### src/rtl/reaction_timer.sv
// reaction_timer
//   Watches the start-light bar and the lights-out pulse, then measures the
//   driver's reaction time in milliseconds. Flags false starts (press before
//   lights out) and no-response timeouts at MAX_MS.
//   Optional feature macro: REACTION_BEST_EN (adds best_ms, the fastest
//   non-timeout reaction since reset).
// Ports
//   clk          in   system clock, rising edge
//   rst          in   asynchronous active-low reset
//   lights       in   [7:0] light bar; non-zero arms a new run
//   lights_out   in   1-cycle pulse, lights extinguished
//   button       in   raw driver button, asynchronous to clk
//   reaction_ms  out  [MS_WIDTH-1:0] last measured reaction, held
//   valid        out  1-cycle pulse when reaction_ms updates
//   false_start  out  level, press seen while armed
//   timeout      out  level, no press within MAX_MS
//   busy         out  high while armed or timing
//   best_ms      out  [MS_WIDTH-1:0] best reaction (REACTION_BEST_EN only)
module reaction_timer #(
    parameter int CLK_PER_MS = 1000,
    parameter int MS_WIDTH   = 16,
    parameter int MAX_MS     = 9999
) (
    input  logic                clk,
    input  logic                rst,
    input  logic [7:0]          lights,
    input  logic                lights_out,
    input  logic                button,
    output logic [MS_WIDTH-1:0] reaction_ms,
    output logic                valid,
    output logic                false_start,
    output logic                timeout,
`ifdef REACTION_BEST_EN
    output logic                busy,
    output logic [MS_WIDTH-1:0] best_ms
`else
    output logic                busy
`endif
);

    localparam int PW = $clog2(CLK_PER_MS);
    localparam logic [PW-1:0]       PRESC_LAST = PW'(CLK_PER_MS - 1);
    localparam logic [MS_WIDTH-1:0] MS_LIMIT   = MS_WIDTH'(MAX_MS);

    typedef enum logic [2:0] {
        S_IDLE,
        S_ARMED,
        S_TIMING,
        S_DONE,
        S_FAULT
    } state_t;

    state_t              state_q;
    logic                sync1_q, sync2_q, sync3_q;
    logic [PW-1:0]       presc_q;
    logic [MS_WIDTH-1:0] count_q;
    logic [MS_WIDTH-1:0] reaction_q;
    logic                valid_q, false_start_q, timeout_q, busy_q;
`ifdef REACTION_BEST_EN
    logic [MS_WIDTH-1:0] best_q;
`endif

    logic                press;
    logic                ms_tick;
    logic [MS_WIDTH-1:0] count_d;

    always_comb begin
        // sync3_q holds the previous synchronised level for edge detection
        press   = sync2_q & ~sync3_q;
        ms_tick = (state_q == S_TIMING) && (presc_q == PRESC_LAST);
        count_d = count_q + MS_WIDTH'(1);
    end

    always_ff @(posedge clk or negedge rst) begin
        if (!rst) begin
            state_q       <= S_IDLE;
            sync1_q       <= 1'b0;
            sync2_q       <= 1'b0;
            sync3_q       <= 1'b0;
            presc_q       <= '0;
            count_q       <= '0;
            reaction_q    <= '0;
            valid_q       <= 1'b0;
            false_start_q <= 1'b0;
            timeout_q     <= 1'b0;
            busy_q        <= 1'b0;
`ifdef REACTION_BEST_EN
            best_q        <= '1;
`endif
        end else begin
            sync1_q <= button;
            sync2_q <= sync1_q;
            sync3_q <= sync2_q;
            valid_q <= 1'b0;

            if (state_q == S_TIMING) begin
                presc_q <= ms_tick ? '0 : presc_q + PW'(1);
            end

            unique case (state_q)
                S_IDLE, S_DONE, S_FAULT: begin
                    if (lights != '0) begin
                        state_q       <= S_ARMED;
                        busy_q        <= 1'b1;
                        false_start_q <= 1'b0;
                        timeout_q     <= 1'b0;
                    end
                end
                S_ARMED: begin
                    // a press wins over a same-cycle lights_out
                    if (press) begin
                        state_q       <= S_FAULT;
                        false_start_q <= 1'b1;
                        busy_q        <= 1'b0;
                    end else if (lights_out) begin
                        state_q <= S_TIMING;
                        count_q <= '0;
                        presc_q <= '0;
                    end
                end
                S_TIMING: begin
                    // a press wins over a same-cycle tick or limit hit
                    if (press) begin
                        state_q    <= S_DONE;
                        reaction_q <= count_q;
                        valid_q    <= 1'b1;
                        busy_q     <= 1'b0;
`ifdef REACTION_BEST_EN
                        if (count_q < best_q) begin
                            best_q <= count_q;
                        end
`endif
                    end else if (ms_tick) begin
                        count_q <= count_d;
                        if (count_d == MS_LIMIT) begin
                            state_q    <= S_DONE;
                            reaction_q <= MS_LIMIT;
                            timeout_q  <= 1'b1;
                            valid_q    <= 1'b1;
                            busy_q     <= 1'b0;
                        end
                    end
                end
                default: begin
                    state_q <= S_IDLE;
                    busy_q  <= 1'b0;
                end
            endcase
        end
    end

    assign reaction_ms = reaction_q;
    assign valid       = valid_q;
    assign false_start = false_start_q;
    assign timeout     = timeout_q;
    assign busy        = busy_q;
`ifdef REACTION_BEST_EN
    assign best_ms     = best_q;
`endif

endmodule
### config.mk
export PLATFORM = sky130hd
export DESIGN_NAME = reaction_timer
export DESIGN_NICKNAME = d
export VERILOG_FILES = /design/src/rtl/reaction_timer.sv
export SDC_FILE = /design/constraint.sdc
export NUM_CORES = 1
export LEC_CHECK = 0
export ABC_AREA = 0
export CORE_AREA = 2 2 70 72
export DETAILED_ROUTE_END_ITERATION = 10
export DIE_AREA = 0 0 72 74
export HOLD_SLACK_MARGIN = 0.15
export PLACE_DENSITY_LB_ADDON = 0.15
export RECOVER_POWER = 100
export SYNTH_ARGS = -nofsm -noshare
export SYNTH_HDL_FRONTEND = slang
export SYNTH_SLANG_ARGS = --single-unit
### constraint.sdc
create_clock -name clk -period 3.7 [get_ports clk]
set_input_delay 0.74 -clock clk [delete_from_list [all_inputs] [get_ports clk]]
set_output_delay 0.74 -clock clk [all_outputs]
set_load 0.02 [all_outputs]
==> metrics.cfg <==
[hold_path]
whs_endpoint = sync2_q
min_from = sync1_q
holdPathStages = 0
min-delay-path-class = flop to flop

[routing]
drt_iter0_drc = 113
wl_per_cell_um = 15.6
viasPerCell = 5.88
drc = 0
routed_wl_um = 5760
antenna_left = 0
vias = 2176
drt_pass1_iterations = 4

[sta]
fin_skew_ps = 5.86
min_period_over_period_pct = 72.9
rsz0062_at_grt = no
fin_ws_ps = 1000
post-route-min-period_ps = 2700
hold_viol = 0
drv_slew = 30
setup_tns_ps = 0
setup-violations-final = 0
relSlewSlack_pct = -0.470
max_freq_ghz = 0.371
worstMarginPinSlew_ps = 1510

[finish]
nets = 330
multiInputGateArea_sq_um = 1230
drive_gt1_share_pct = 4.43
seq_area_sq_um = 1300
antenna_cells = 0
area_growth_pct = 14.6
final.fill_count = 405

[floorplan]
initial_core_util_pct = 57.5
rows = 25
dieWidth_um = 72
die-area_sq_um = 5330
ioPinCount = 32
core_sq_um = 4600
die_y_um = 74

[worst_setup_path]
crit_type = input pin to async pin
cp_data_required_time_ps = 3860
critPathTopFamily = buffers and inverters
r2r_slack_ps = 1170
end_kind = async pin
ff2ff_path_depth = 6
r2r-start = presc_q[0]
crit_chain = clkbuf_1, clkbuf_1
arrival_ps = 2850
crit_path_frequent_cell = clkbuf_1
cp_max_fo = 29
rr_endpoint = count_q[13]
worst_path_largest_cell_delay_ps = 1170
critPathBufInv = 2
cp_slowest_cell = clkbuf_1
timing.critical_path.from_type = input pin

[outcome]
violations = capacitance limit, slew limit
status = finished with violations

[clocking]
clock_latency_ps = 300
clockBufferDepth = 2
cts_htree_levels = 2
tritoncts = built
root_buffer = clkbuf_8
cts_buffers = 5
cts.clk_slew.worst_paths_ps = 90
hold_buffers = 0
clock-sinks = 52
cts_resized = 0
cts_setup_buffers = 0

[placed_design]
dp_hpwl_um = 4090
gp_congestion = 0.834
dp_slack_ps = 1220
numPortBuffers = 31

[logic_synthesis]
synth_edf_count = 0
seq_area_frac_synth_pct = 49.2
synthTopCellsByArea = dfrtp_1 49%, nand2_1 6.2%, o21ai_0 5.1%
synthDistinctLibCells = 45
syn_inst = 287
ys.flop_type = dfrtp_1
synth_top_area_cell = dfrtp_1
synth-seq-cells = 52
syn_area_sq_um = 2640
yosysMostFrequentCell = dfrtp_1
netlist.area_leader.share_pct = 49.2
yosys_warnings = 0
async_flop_share_pct = 100
syn_nets = 302
syn_area_per_cell_sq_um = 9.21
netlist_top_cells_count = 52 x dfrtp_1, 44 x nand2_1, 35 x nor2_1

[grt]
grt_pass1_wl_um = 9910
antenna_found_initial = 0
overflow = 0
grt_pass1_vias = 2187
grt_usage_pct = 24.0
grt_max_degree = 30

[pwr]
cellPowerDensity_nw_per_um2 = 518
leakagePower_uw = 0.00135
ir_worst_vdd_v = 0.000260

[run]
cap_violations = 1

how the worst max path moves through the flow:
stage          startpoint     endpoint  slack [ps]  cells past startpoint
3_5_place_dp   presc_q[0]  count_q[13]        1220                      6
3_3_place_gp   presc_q[0]  count_q[13]        1300                      6
2_1_floorplan  presc_q[0]  count_q[13]        1680                      7
5_1_grt               rst   count_q[2]         590                      2
6_report              rst   count_q[2]        1000                      2
4_1_cts        presc_q[0]  count_q[13]        1210                      6
metrics by stage:
step	instance area (sq um)	utilization (%)	power [uW]	hold slack (ps)	std cells
after floorplan	2640	-	1040	331	287
after global placement	2950	64.2	1270	334	362
after detailed placement	2950	64.2	1280	344	362
after CTS	3050	66.3	1620	365	370
after global routing	3030	65.9	1660	378	370
final	3030	65.9	1570	361	370
layout by cell type, fill, tap and decap left out, types with 3 or more instances in the layout:
| master | count |
|---|---|
| nor2b_1 | 3 |
| dfrtp_1 | 52 |
| o21ai_0 | 29 |
| nand4_1 | 8 |
| a21oi_1 | 12 |
| clkbuf_8 | 6 |
| nand2_1 | 44 |
| ha_1 | 3 |
| clkbuf_1 | 3 |
| nor2_1 | 35 |
| xor2_1 | 5 |
| nand3_1 | 10 |
| nand4b_1 | 3 |
| dlygate4sd3_1 | 22 |
| and4_1 | 3 |
| and3_1 | 4 |
| and2b_1 | 5 |
| or3_1 | 4 |
| o31ai_1 | 10 |
| inv_1 | 5 |
| nand2b_1 | 3 |
| xnor2_1 | 5 |
| clkdlybuf4s50_1 | 8 |
| a22oi_1 | 3 |
| a31oi_1 | 3 |
per-layer routing:
metal	vias to the layer above	track usage (%)	wire length, um
met5	-	0	0
met4	0	9.64	140
met3	11	4.88	304
met2	56	43.2	2850
met1	1046	28.4	2470
li1	1063	-	-
sequential cells by signal, indices dropped and copies added, names as in the netlist:
name / flops
count_q: 16
reaction_ms: 16
presc_q: 10
state_q: 3
busy: 1
false_start: 1
sync1_q: 1
sync2_q: 1
sync3_q: 1
timeout: 1
valid: 1
logic make-up (layout without fill, tap and decap cells):
| family | after synthesis | in the layout | share of synthesized area, % |
|---|---|---|---|
| mux | 1 | 1 | 0.568 |
| simple gates | 135 | 135 | 25.7 |
| flops | 52 | 52 | 49.2 |
| xor+xnor | 10 | 10 | 3.31 |
| compound gates | 68 | 68 | 15.8 |
| buf+inv | 18 | 47 | 3.97 |
| fa+ha+maj | 3 | 3 | 1.42 |
area by class of cell:
cell class	instances	share of cell area, %
sequential	52	42.9
multi-input combinational	217	40.5
timing repair buffer	34	10.7
clock buffer	7	2.85
tap	54	2.23
inverter	5	0.619
clock inverter	1	0.248
power breakdown:
part	leakage [uW]	internal, uW	total (uW)	switching [uW]
Clock	0.0000445	152	337	184
Sequential	0.000696	669	746	77.4
Combinational	0.000607	208	485	277
Total	0.00135	1030	1570	539
Power figures use the tool's default switching activity.
